--- config.mk ---
export PLATFORM = sky130hd
export DESIGN_NAME = ddr_rd_stream_drain_flat
export DESIGN_NICKNAME = d
export VERILOG_FILES = /design/src/rtl/ddr_rd_stream_drain_if.sv /design/src/rtl/ddr_rd_stream_drain.sv /design/src/flat_wrapper.sv
export SDC_FILE = /design/constraint.sdc
export NUM_CORES = 1
export LEC_CHECK = 0
export ABC_CLOCK_PERIOD_IN_PS = 5700
export BUFFER_PORTS_ARGS = -buffer_cell sky130_fd_sc_hd__buf_2
export CORE_ASPECT_RATIO = 0.5
export CORE_MARGIN = 2
export CORE_UTILIZATION = 35
export DETAILED_ROUTE_END_ITERATION = 6
export PLACE_DENSITY = 0.51
export SETUP_SLACK_MARGIN = 0.3
export SLEW_MARGIN = 20
export SYNTH_ARGS = -nofsm -noshare
export SYNTH_HDL_FRONTEND = slang
export SYNTH_SLANG_ARGS = --single-unit
--- constraint.sdc ---
create_clock -name clk -period 5.7 [get_ports clk]
set_clock_uncertainty 0.1 [all_clocks]
set_input_delay 0.855 -clock clk [delete_from_list [all_inputs] [get_ports clk]]
set_output_delay 0.855 -clock clk [all_outputs]
set_load 0.03 [all_outputs]
--- src/rtl/ddr_rd_stream_drain_if.sv ---
// Bundle for the FIFO read port and the outgoing valid/ready stream of ddr_rd_stream_drain.
// master: the drain stage; slave: the FIFO plus downstream consumer.
interface ddr_rd_stream_drain_if #(
    parameter int DATA_WIDTH  = 32,
    parameter int LEVEL_WIDTH = 12
);
    logic                   fifo_rd_en;
    logic [DATA_WIDTH-1:0]  fifo_rd_data;
    logic                   fifo_rd_empty;
    logic [LEVEL_WIDTH-1:0] fifo_rd_water_level;
    logic [DATA_WIDTH-1:0]  m_data;
    logic                   m_valid;
    logic                   m_last;
    logic                   m_ready;

    modport master (
        output fifo_rd_en,
        input  fifo_rd_data,
        input  fifo_rd_empty,
        input  fifo_rd_water_level,
        output m_data,
        output m_valid,
        output m_last,
        input  m_ready
    );

    modport slave (
        input  fifo_rd_en,
        output fifo_rd_data,
        output fifo_rd_empty,
        output fifo_rd_water_level,
        input  m_data,
        input  m_valid,
        input  m_last,
        output m_ready
    );
endinterface

--- src/rtl/ddr_rd_stream_drain.sv ---
// Drains whole packets from the DDR read FIFO into a valid/ready stream with last marking.
// Optional `DDR_RD_DRAIN_UNDERRUN_EN adds a saturating underrun_cnt output.
module ddr_rd_stream_drain #(
    parameter int DATA_WIDTH  = 32,
    parameter int LEVEL_WIDTH = 12,
    parameter int PKT_LEN     = 256,
    parameter int PKT_CNT_W   = 16
) (
    input  logic                  clk,
    input  logic                  rst_n,
    input  logic                  enable,
    ddr_rd_stream_drain_if.master bus,
    output logic                  busy,
    output logic [PKT_CNT_W-1:0]  pkt_cnt
`ifdef DDR_RD_DRAIN_UNDERRUN_EN
    ,
    output logic [15:0]           underrun_cnt
`endif
);
    localparam int ISS_W = $clog2(PKT_LEN + 1);
    localparam logic [ISS_W-1:0]       ISS_MAX  = ISS_W'(PKT_LEN);
    localparam logic [ISS_W-1:0]       ISS_LAST = ISS_W'(PKT_LEN - 1);
    localparam logic [LEVEL_WIDTH-1:0] LVL_NEED = LEVEL_WIDTH'(PKT_LEN);

    typedef enum logic [1:0] {
        IDLE,
        BURST,
        WAIT_LAST
    } state_t;

    state_t              state;
    logic [ISS_W-1:0]    issued;
    logic                pending;
    logic                pending_last;

    logic [DATA_WIDTH:0] ob_mem [4];
    logic [1:0]          ob_wr;
    logic [1:0]          ob_rd;
    logic [2:0]          ob_cnt;

    logic room;
    logic can_issue;
    logic rd_en;
    logic push;
    logic pop;

    // Words already in the buffer plus the one still in the FIFO's read pipe
    // must leave a slot for the word being requested now.
    always_comb begin
        room      = (ob_cnt + {2'b00, pending}) <= 3'd2;
        can_issue = (state == BURST) && (issued < ISS_MAX) && room;
        rd_en     = can_issue && !bus.fifo_rd_empty;
        push      = pending;
        pop       = (ob_cnt != 3'd0) && bus.m_ready;
    end

    assign bus.fifo_rd_en = rd_en;
    assign bus.m_valid    = (ob_cnt != 3'd0);
    assign bus.m_data     = ob_mem[ob_rd][DATA_WIDTH-1:0];
    assign bus.m_last     = ob_mem[ob_rd][DATA_WIDTH];

    always_ff @(posedge clk or negedge rst_n) begin
        if (!rst_n) begin
            ob_wr  <= '0;
            ob_rd  <= '0;
            ob_cnt <= '0;
            for (int unsigned i = 0; i < 4; i++) begin
                ob_mem[i[1:0]] <= '0;
            end
        end else begin
            if (push) begin
                ob_mem[ob_wr] <= {pending_last, bus.fifo_rd_data};
                ob_wr         <= ob_wr + 2'd1;
            end
            if (pop) begin
                ob_rd <= ob_rd + 2'd1;
            end
            case ({push, pop})
                2'b10:   ob_cnt <= ob_cnt + 3'd1;
                2'b01:   ob_cnt <= ob_cnt - 3'd1;
                default: ob_cnt <= ob_cnt;
            endcase
        end
    end

    always_ff @(posedge clk or negedge rst_n) begin
        if (!rst_n) begin
            state        <= IDLE;
            busy         <= 1'b0;
            issued       <= '0;
            pending      <= 1'b0;
            pending_last <= 1'b0;
            pkt_cnt      <= '0;
        end else begin
            pending      <= rd_en;
            pending_last <= rd_en && (issued == ISS_LAST);
            case (state)
                IDLE: begin
                    if (enable && (bus.fifo_rd_water_level >= LVL_NEED)) begin
                        state  <= BURST;
                        busy   <= 1'b1;
                        issued <= '0;
                    end
                end
                BURST: begin
                    if (rd_en) begin
                        issued <= issued + ISS_W'(1);
                    end
                    if (issued == ISS_MAX) begin
                        state <= WAIT_LAST;
                    end
                end
                WAIT_LAST: begin
                    if (pop && bus.m_last) begin
                        state   <= IDLE;
                        busy    <= 1'b0;
                        pkt_cnt <= pkt_cnt + PKT_CNT_W'(1);
                    end
                end
                default: begin
                    state <= IDLE;
                    busy  <= 1'b0;
                end
            endcase
        end
    end

`ifdef DDR_RD_DRAIN_UNDERRUN_EN
    // Counts cycles where a read was wanted and allowed but the FIFO was empty.
    always_ff @(posedge clk or negedge rst_n) begin
        if (!rst_n) begin
            underrun_cnt <= '0;
        end else if (can_issue && bus.fifo_rd_empty && (underrun_cnt != 16'hFFFF)) begin
            underrun_cnt <= underrun_cnt + 16'd1;
        end
    end
`endif

endmodule

--- src/flat_wrapper.sv ---
// flat-port wrapper written by rule: the top's interface ports become plain ports
module ddr_rd_stream_drain_flat 
#(
    parameter int DATA_WIDTH  = 32,
    parameter int LEVEL_WIDTH = 12,
    parameter int PKT_LEN     = 256,
    parameter int PKT_CNT_W   = 16
)
  (clk, rst_n, enable, busy, pkt_cnt, bus_fifo_rd_en, bus_fifo_rd_data, bus_fifo_rd_empty, bus_fifo_rd_water_level, bus_m_data, bus_m_valid, bus_m_last, bus_m_ready);
  ddr_rd_stream_drain_if #(.DATA_WIDTH(DATA_WIDTH), .LEVEL_WIDTH(LEVEL_WIDTH)) bus_i ();
  input  logic clk;
  input  logic rst_n;
  input  logic enable;
  output logic busy;
  output logic [PKT_CNT_W-1:0] pkt_cnt;
  output wire logic [$bits(bus_i.fifo_rd_en)-1:0] bus_fifo_rd_en;
  input wire logic [$bits(bus_i.fifo_rd_data)-1:0] bus_fifo_rd_data;
  input wire logic [$bits(bus_i.fifo_rd_empty)-1:0] bus_fifo_rd_empty;
  input wire logic [$bits(bus_i.fifo_rd_water_level)-1:0] bus_fifo_rd_water_level;
  output wire logic [$bits(bus_i.m_data)-1:0] bus_m_data;
  output wire logic [$bits(bus_i.m_valid)-1:0] bus_m_valid;
  output wire logic [$bits(bus_i.m_last)-1:0] bus_m_last;
  input wire logic [$bits(bus_i.m_ready)-1:0] bus_m_ready;
  assign bus_fifo_rd_en = bus_i.fifo_rd_en;
  assign bus_i.fifo_rd_data = bus_fifo_rd_data;
  assign bus_i.fifo_rd_empty = bus_fifo_rd_empty;
  assign bus_i.fifo_rd_water_level = bus_fifo_rd_water_level;
  assign bus_m_data = bus_i.m_data;
  assign bus_m_valid = bus_i.m_valid;
  assign bus_m_last = bus_i.m_last;
  assign bus_i.m_ready = bus_m_ready;
  ddr_rd_stream_drain #(.DATA_WIDTH(DATA_WIDTH), .LEVEL_WIDTH(LEVEL_WIDTH), .PKT_LEN(PKT_LEN), .PKT_CNT_W(PKT_CNT_W)) u_core (.clk(clk), .rst_n(rst_n), .enable(enable), .bus(bus_i), .busy(busy), .pkt_cnt(pkt_cnt));
endmodule
; ---- Word level (Yosys, flattened, before mapping)
; Index checks and enable logic that the tools add are counted.
[word_totals]
regBits = 169
input_bits = 49
[op_classes]
n_addsub = 7
n_lt_le_gt_ge = 6
n_eq_ne = 10
n_mux = 17
n_bitwise = 3
reduce_logical = 17
[ops]
columns = cell, count
row1 = $bwmux W132, 1
row2 = $mux W33, 3
row3 = $bmux W33 S2, 1
row4 = $demux W33 S2, 1
row5 = $mux W9, 2
row6 = $pmux W9 S2, 1
row7 = $add A16 B1 Y16 const B, 1
row8 = $ge A12 B9 Y1 const B, 1
row9 = $add A9 B1 Y9 const B, 1
row10 = $eq A9 B8 Y1 const B, 1
row11 = $eq A9 B9 Y1 const B, 1
row12 = $lt A9 B9 Y1 const B, 1
row13 = $reduce_and A3 Y1, 3
row14 = $logic_and A1 B1 Y1, 8
row15 = $ge A3 B3 Y1 const B, 2
row16 = $mux W2, 3
row17 = $ne A2 B1 Y1 const B, 3
row18 = $not A2 Y3, 2
row19 = $pmux W2 S3, 1
row20 = $pmux W3 S2, 1
row21 = $add A2 B1 Y2 const B, 2
row22 = $eq A2 B1 Y1 const B, 2
row23 = $eq A2 B2 Y1 const B, 2
row24 = $reduce_bool A2 Y1, 2
row25 = other kinds (13), 14

; ---- Logic depth before layout (Yosys ltp)
; Gate-level depths: netlist (run 1).
[depth]
depth_word = 7
depth_mapped = 8
depth_no_buf = 7

; ---- Worst setup path after synthesis (run 1)
; OpenSTA, ideal clock, no wires.
[synth_timing]
kind = flip-flop to output port
start = reg u_core.ob_cnt[0]
end = out bus_fifo_rd_en
arrival_time_ns = 1.456
slack_ns = 3.289
stages_incl_launch_ff = 6
n_path_buf = 0
cell_sequence = dfrtp_1 -> ha_1 -> ha_1 -> a211oi_1 -> nand3_1 -> clkinv_1
[synth_via]
elab_chain_len = 4
[synth_rtl]
columns = item, line_no
row1 = start: declaration, ddr_rd_stream_drain.sv:39  ; logic [2:0] ob_cnt;
row2 = start signal: assignment, ddr_rd_stream_drain.sv:79  ; 2'b10: ob_cnt <= ob_cnt + 3'd1;
row3 = start signal: assignment, ddr_rd_stream_drain.sv:80  ; 2'b01: ob_cnt <= ob_cnt - 3'd1;
row4 = start signal: assignment, ddr_rd_stream_drain.sv:81  ; default: ob_cnt <= ob_cnt;
row5 = $add A3 B1 Y3, ddr_rd_stream_drain.sv:50  ; room = (ob_cnt + {2'b00, pending}) <= 3'd2;
row6 = $le A3 B2 Y1, ddr_rd_stream_drain.sv:50
row7 = $logic_and A1 B1 Y1, ddr_rd_stream_drain.sv:51  ; can_issue = (state == BURST) && (issued < ISS_MAX) && room;
row8 = $logic_and A1 B1 Y1, ddr_rd_stream_drain.sv:52  ; rd_en = can_issue && !bus.fifo_rd_empty;
row9 = end: declaration, flat_wrapper.sv:16  ; output wire logic [$bits(bus_i.fifo_rd_en)-1:0] bus_fifo_rd_en;
; Every way passes these cells.

; ---- Worst setup path after layout (run 1)
[layout_timing]
start = reg u_core.ob_rd[0]
end = out bus_m_data[6]
[layout_via]
elab_chain_len = 4
[layout_rtl]
columns = item, line_no
row1 = start: declaration, ddr_rd_stream_drain.sv:38  ; logic [1:0] ob_rd;
row2 = start signal: assignment, ddr_rd_stream_drain.sv:76  ; ob_rd <= ob_rd + 2'd1;
row3 = $not A2 Y3 (not written as such), ddr_rd_stream_drain.sv:59  ; assign bus.m_data = ob_mem[ob_rd][DATA_WIDTH-1:0];
row4 = $bmux W33 S2, ddr_rd_stream_drain.sv:59
row5 = $mux W33 (not written as such), ddr_rd_stream_drain.sv:59
row6 = $mux W33, --
row7 = end: declaration, flat_wrapper.sv:20  ; output wire logic [$bits(bus_i.m_data)-1:0] bus_m_data;
; Every way passes these cells. The select of a mux whose other input is x is not followed.

==> results of run 1 <==
synthesized netlist by cell type (2+ instances only):
cell / n / area [um2]
dfrtp_1: 169 / 4230
mux2_2: 133 / 1500
mux4_2: 33 / 743
nand2_1: 17 / 63.8
buf_1: 14 / 52.6
inv_1: 14 / 52.6
ha_1: 11 / 138
xnor2_1: 11 / 96.3
xor2_1: 11 / 96.3
nand3_1: 8 / 40.0
a21oi_1: 7 / 35.0
nor3_1: 7 / 35.0
nor2_1: 6 / 22.5
o21ai_0: 6 / 30.0
and3_1: 5 / 31.3
buf_2: 5 / 25.0
nand4_1: 5 / 31.3
nor4_1: 5 / 31.3
o21a_1: 3 / 22.5
and4b_1: 2 / 20.0
clkbuf_1: 2 / 7.51
mux2i_1: 2 / 20.0
nor2b_1: 2 / 12.5
o31a_1: 2 / 17.5
metal layers:
layer	vias to the layer above	wire length (um)	GRT usage, %
li1	1980	-	-
met1	2301	7510	20.3
met2	50	7100	22.4
met3	16	470	3.68
met4	0	206	5.13
met5	-	0	0
metrics by stage:
stage	area (um2)	worst slack, ns	utilization, %	std cells
after global placement	8220	2.53	39.6	839
after detailed placement	8220	2.53	39.6	839
final	8780	2.20	42.4	870
after floorplan	7470	3.29	-	493
after CTS	8780	2.07	42.4	870
after global routing	8780	1.99	42.4	870
worst max-delay path: stages (launching register included):
cell and delay, ns:
dfrtp_2 0.94, buf_4 0.40, mux4_2 0.56, buf_2 0.20
placed cells by master, fill, tap and decap left out, types with 2 or more instances in the layout:
cell / count
clkinv_2: 4
buf_2: 91
o21ai_0: 6
clkbuf_16: 17
xnor2_1: 11
nand2_1: 13
nand3_1: 8
mux2i_1: 2
dfrtp_1: 167
o21a_1: 3
mux4_2: 33
buf_4: 3
bufinv_16: 2
nor2b_1: 2
nand4_1: 5
dfrtp_2: 2
xor2_1: 11
inv_1: 14
clkbuf_1: 4
nor3_1: 7
and3_1: 5
clkbuf_8: 2
nor4_1: 5
ha_1: 11
a21oi_1: 7
and4b_1: 2
mux2_2: 133
nand2_2: 4
o31a_1: 2
nor2_1: 6
power breakdown:
group | switching [mW] | internal, mW | total, mW
Clock | 0.467 | 0.664 | 1.13
Combinational | 1.02 | 1.03 | 2.05
Sequential | 0.371 | 1.72 | 2.09
Total | 1.86 | 3.41 | 5.27
state kept, by name (all words and copies together), names as in the netlist:
register             flops
u_core.busy              1
u_core.issued            9
u_core.ob_cnt            3
u_core.ob_mem          132
u_core.ob_rd             2
u_core.ob_wr             2
u_core.pending           1
u_core.pending_last      1
u_core.pkt_cnt          16
u_core.state             2
final timing paths:
path / cells past startpoint / slack [ns] / startpoint / end
max: 3 / 2.20 / u_core.ob_rd[0] / bus_m_data[6]
min: 1 / 0.30 / rst_n / u_core.ob_mem[56]
max reg2reg: 4 / 3.20 / u_core.ob_rd[1] / u_core.pkt_cnt[15]
min reg2reg: 1 / 0.38 / u_core.pkt_cnt[15] / u_core.pkt_cnt[15]
max in group asynchronous: 2 / 4.03 / rst_n / u_core.issued[1]
min in group clk: 1 / 0.38 / u_core.pkt_cnt[15] / u_core.pkt_cnt[15]
area by class of cell:
type / count / area share, %
clock inverters: 8 / 1.10
flip-flops and latches: 169 / 48.2
multi-input cells: 287 / 35.3
well taps: 273 / 3.89
repair buffers: 95 / 5.57
clock buffers: 23 / 5.33
inverters: 15 / 0.641
cells by family after synthesis:
| family | share of synthesized area [%] |
|---|---|
| muxes | 30.3 |
| adders and majority gates | 2.11 |
| DFF | 56.6 |
| and+or+nand+nor | 4.72 |
| xor gates and xnor gates | 2.58 |
| AOI/OAI and AO/OA | 1.71 |
| buffers and inverters | 2.04 |
==> run metrics, run 1 <==
area delta synth->final 17.5%; syn avg cell area 15.2 um2; H-Tree Depth 4; count of final setup violators 0; P_leak 3.93 nW; PwrDens 599 nW/um2; GPL Wtd Cong 0.756; post-synthesis instance total 493; total track usage 14.6%; DP Wirelength 9510 um; largest net degree at the start of global routing 65; n_diodes 0; Worst Setup Start Kind flop; count of cell types in the netlist 37; RSZ-0062 raised after global routing no; Resized cells post-CTS 0; DR WL/cell 17.6 um; DRC 0; Slew @ Worst Pin 1.05 ns; clk root buf clkbuf_16; layout cells sized above 1 49.6%; crit path time final 3.50 ns; post-synthesis net count 554; die area 22600 um2; DRT Wirelength 15300 um; Hold WS 0.302 ns; Slew headroom 30.0%; via count 4347; Worst EP arrival 2.55 ns; Num Clock Sinks 169; setup_tns 0 ns; Die Height 107 um; CTS tree yes; Die Wd 211 um; Starting DRT DRC Count 227; vias in the first global route 4609; Max Cap Viol 0; CP Class reg -> out; Row Count 37; initial antenna violation count 0; final period utilization 61.4%; fmax 0.286 GHz; DR vias/cell 5.00; Ys Warns 0; Power Total 5.27 mW; starting density of the core 36.0%; maximum root-to-sink buffer count 2; Fillers 1924; Core ar. 20700 um2; number of synthesized register bits 169; Final Hold Fails 0; Worst-path clk slew 0.06 ns; Clk Latency, worst-skew pair 0.43 ns; cts bufs inserted 17; final count of pins violating max slew 0; # Post-CTS Setup Buffers 0; Crit Path Max Fanout 25; ys async rst share 100%; VDD IR max 0.000220 V; area occupied by registers 4230 um2; EDFF count, synth 0; status completed; total gr overflow 0; post-synthesis sequential area ratio 56.6%; Synth Cell Area 7470 um2; Antenna Nets Post-Route 0; CTS Hold Bufs 0; Hold Crit Class in -> async; # port buffers 92; NumNets Final 646; Crit. End Element primary output; WP data required 4.74 ns; I/O pin total 101; Synth Flop Type dfrtp_1; Pre-Repair DR Iteration Count 4; multi-input logic area 3100 um2; first-pass GRT wire length 25000 um
No activity file was read; power rests on OpenSTA's default activity.
==> run 2, diff against run 1 <==
Settings changed: ABC_CLOCK_PERIOD_IN_PS 5700 to 3400.
Clock period 5.7 ns to 3.4 ns, I/O delays scaled along.
==> run 2 against run 1 <==
The flow now finishes with violations (negative hold slack); largest cell class unchanged; setup slack worse by 1.7 ns; highest routed layer unchanged; non-clock buffer count is 8 higher; hold slack worse by 0.31 ns; register-to-register slack worse by 2.1 ns.
==> run metrics, run 2 (synthesis gave the netlist of run 1 again) <==
DP Area 8310 um2 (+1.0%); most common library cell in the layout ignoring fill and taps dfrtp_1; vias in the first global route 4618 (+0.20%); Die Height 107 um (unchanged); Starting DRT DRC Count 115 (-49%); Antenna Nets Post-Route 0 (unchanged); Power Total 8.73 mW (+66%); Final Hold Fails 4 (+4); VDD IR max 0.000435 V (+98%); DRC 0 (unchanged); Hold WS -0.0124 ns (-0.314 ns); n_diodes 0 (unchanged); Max Cap Viol 0 (unchanged); WP data required 2.79 ns (-1.95 ns); die area 22600 um2 (unchanged); DR vias/cell 4.92 (-1.4%); Logic pwr share 40.8% (+1.9 points); Worst-path clk slew 0.06 ns (about the same); Row Count 37 (unchanged); GPL Wtd Cong 0.756 (about the same); Worst EP arrival 2.30 ns (-0.25 ns); status finished with violations; maximum root-to-sink buffer count 2 (unchanged); # port buffers 92 (unchanged); part of the power in registers 39.0% (-0.6 points); Fillers 1937 (+0.68%); RSZ-0062 raised after global routing no; Worst R2R End u_core.issued[8]; Final Instance Area 8840 um2 (+0.60%); Biggest register u_core.ob_mem; clk root buf clkbuf_16; Resized cells post-CTS 0 (unchanged); count of final setup violators 0 (unchanged); crit path time final 2.91 ns; Die Wd 211 um (unchanged); Net Sw Frac 35.5% (+0.24 points); worst setup path start u_core.pending; area delta synth->final 18.2%; clock share of power 20.2% (-1.3 points); Critical path destination bus_fifo_rd_en; fmax 0.344 GHz; layout cells sized above 1 50.7% (+1.1 points); NumNets Final 654 (+1.2%); Slew headroom 53.3% (+23 points); H-Tree Depth 4 (unchanged); PwrDens 988 nW/um2 (+65%); biggest regs u_core.ob_mem: 132 flops, u_core.pkt_cnt: 16 flops, u_core.issued: 9 flops; first-pass GRT wire length 25400 um (+1.5%); I/O pin total 101 (unchanged); total track usage 14.9% (+0.28 points); Finished Core Util 42.6% (+0.25 points); initial antenna violation count 0 (unchanged); CTS tree yes; DRT Wirelength 15300 um (+0.31%); total gr overflow 0 (unchanged); P_leak 3.96 nW (+0.70%); Num Clock Sinks 169 (unchanged); Crit. End Element primary output; Core ar. 20700 um2 (unchanged); Hold Crit Class in -> async; most frequent cells in the layout dfrtp_1, mux2_2, buf_2; DP Wirelength 9980 um (+5.0%); Reg2Reg Depth 6 (+2); starting density of the core 36.0% (unchanged); largest net degree at the start of global routing 74 (+14%); via count 4319 (-0.64%); max FFs per register 132 (unchanged); DR WL/cell 17.5 um (-0.49%); Worst Setup Start Kind flop; final count of pins violating max slew 0 (unchanged); cts bufs inserted 17 (unchanged); Clk Latency, worst-skew pair 0.42 ns (about the same); CTS Hold Bufs 0 (unchanged); Slew @ Worst Pin 0.701 ns (-0.346 ns); Internal 5.63 mW (+65%); worst reg2reg path startpoint u_core.pending; final period utilization 85.4%; CP Class reg -> out; Pre-Repair DR Iteration Count 5 (+1); FF-to-FF setup slack 1.15 ns (-2.05 ns); failing checks negative hold slack; setup_tns 0 ns (unchanged); Switch Pwr 3.10 mW (+67%); # Post-CTS Setup Buffers 0 (unchanged); Crit Path Max Fanout 9 (-64%)
-- run 2: cell count changes in the layout (fill, tap and decap cells not counted) --
cell	change
bufinv_16	-2
clkinvlp_4	+2
clkinv_2	+1
clkbuf_8	+2
buf_4	+6
buf_12	+2
clkbuf_1	-3
clkinv_4	-1
-- run 2: critical path, cell delays in order (launching register included) --
cell and delay (ns):
dfrtp_1 0.52, ha_1 0.25, ha_1 0.26, a211oi_1 0.20, nand3_1 0.18, clkinv_1 0.22
buf_2 0.24
-- run 2: final cells by class --
class / instances / area, um2 / area share (%)
Sequential cell: 169 / 4230 / 47.9
Timing Repair Buffer: 103 / 574 / 6.50
Clock inverter: 8 / 47.5 / 0.538
Inverter: 15 / 56.3 / 0.637
Tap cell: 273 / 342 / 3.87
Multi-Input combinational cell: 287 / 3100 / 35.1
Clock buffer: 22 / 484 / 5.48
-- run 2: how the worst min path moves through the flow --
stage	startpoint	endpoint	slack, ns	cells past startpoint
2_1_floorplan	rst_n	u_core.busy	0.11	0
3_5_place_dp	u_core.pkt_cnt[15]	u_core.pkt_cnt[15]	0.38	1
6_report	rst_n	u_core.ob_mem[124]	-0.01	1
3_3_place_gp	u_core.pkt_cnt[15]	u_core.pkt_cnt[15]	0.35	1
5_1_grt	rst_n	u_core.ob_mem[124]	0.05	1
4_1_cts	rst_n	u_core.ob_mem[124]	0.03	1
-- run 2: layer usage --
metal  GRT usage (%)  up-vias  wire [um]
li1                -     1997          -
met1            20.8     2263       7570
met2            23.4       48       7180
met3            3.79       11        453
met4            3.62        0        125
met5               0        -          0
-- run 2: power by group through the flow --
stage	clock, mW	combinational [mW]	sequential [mW]
final	1.77	3.56	3.41
after global routing	1.92	3.85	3.53
after CTS	1.83	3.65	3.41
after detailed placement	0	3.64	3.44
after global placement	0	3.59	3.42
after floorplan	0	2.91	3.19
-- run 2: through the flow --
| stage | worst slack, ns | cells | hold slack [ns] |
|---|---|---|---|
| 2_1_floorplan | 1.33 | 493 | 0.114 |
| 6_report | 0.495 | 877 | -0.0124 |
| 5_1_grt | 0.303 | 877 | 0.0539 |
| 3_3_place_gp | 0.904 | 847 | 0.354 |
| 4_1_cts | 0.470 | 877 | 0.0301 |
| 3_5_place_dp | 0.922 | 847 | 0.378 |
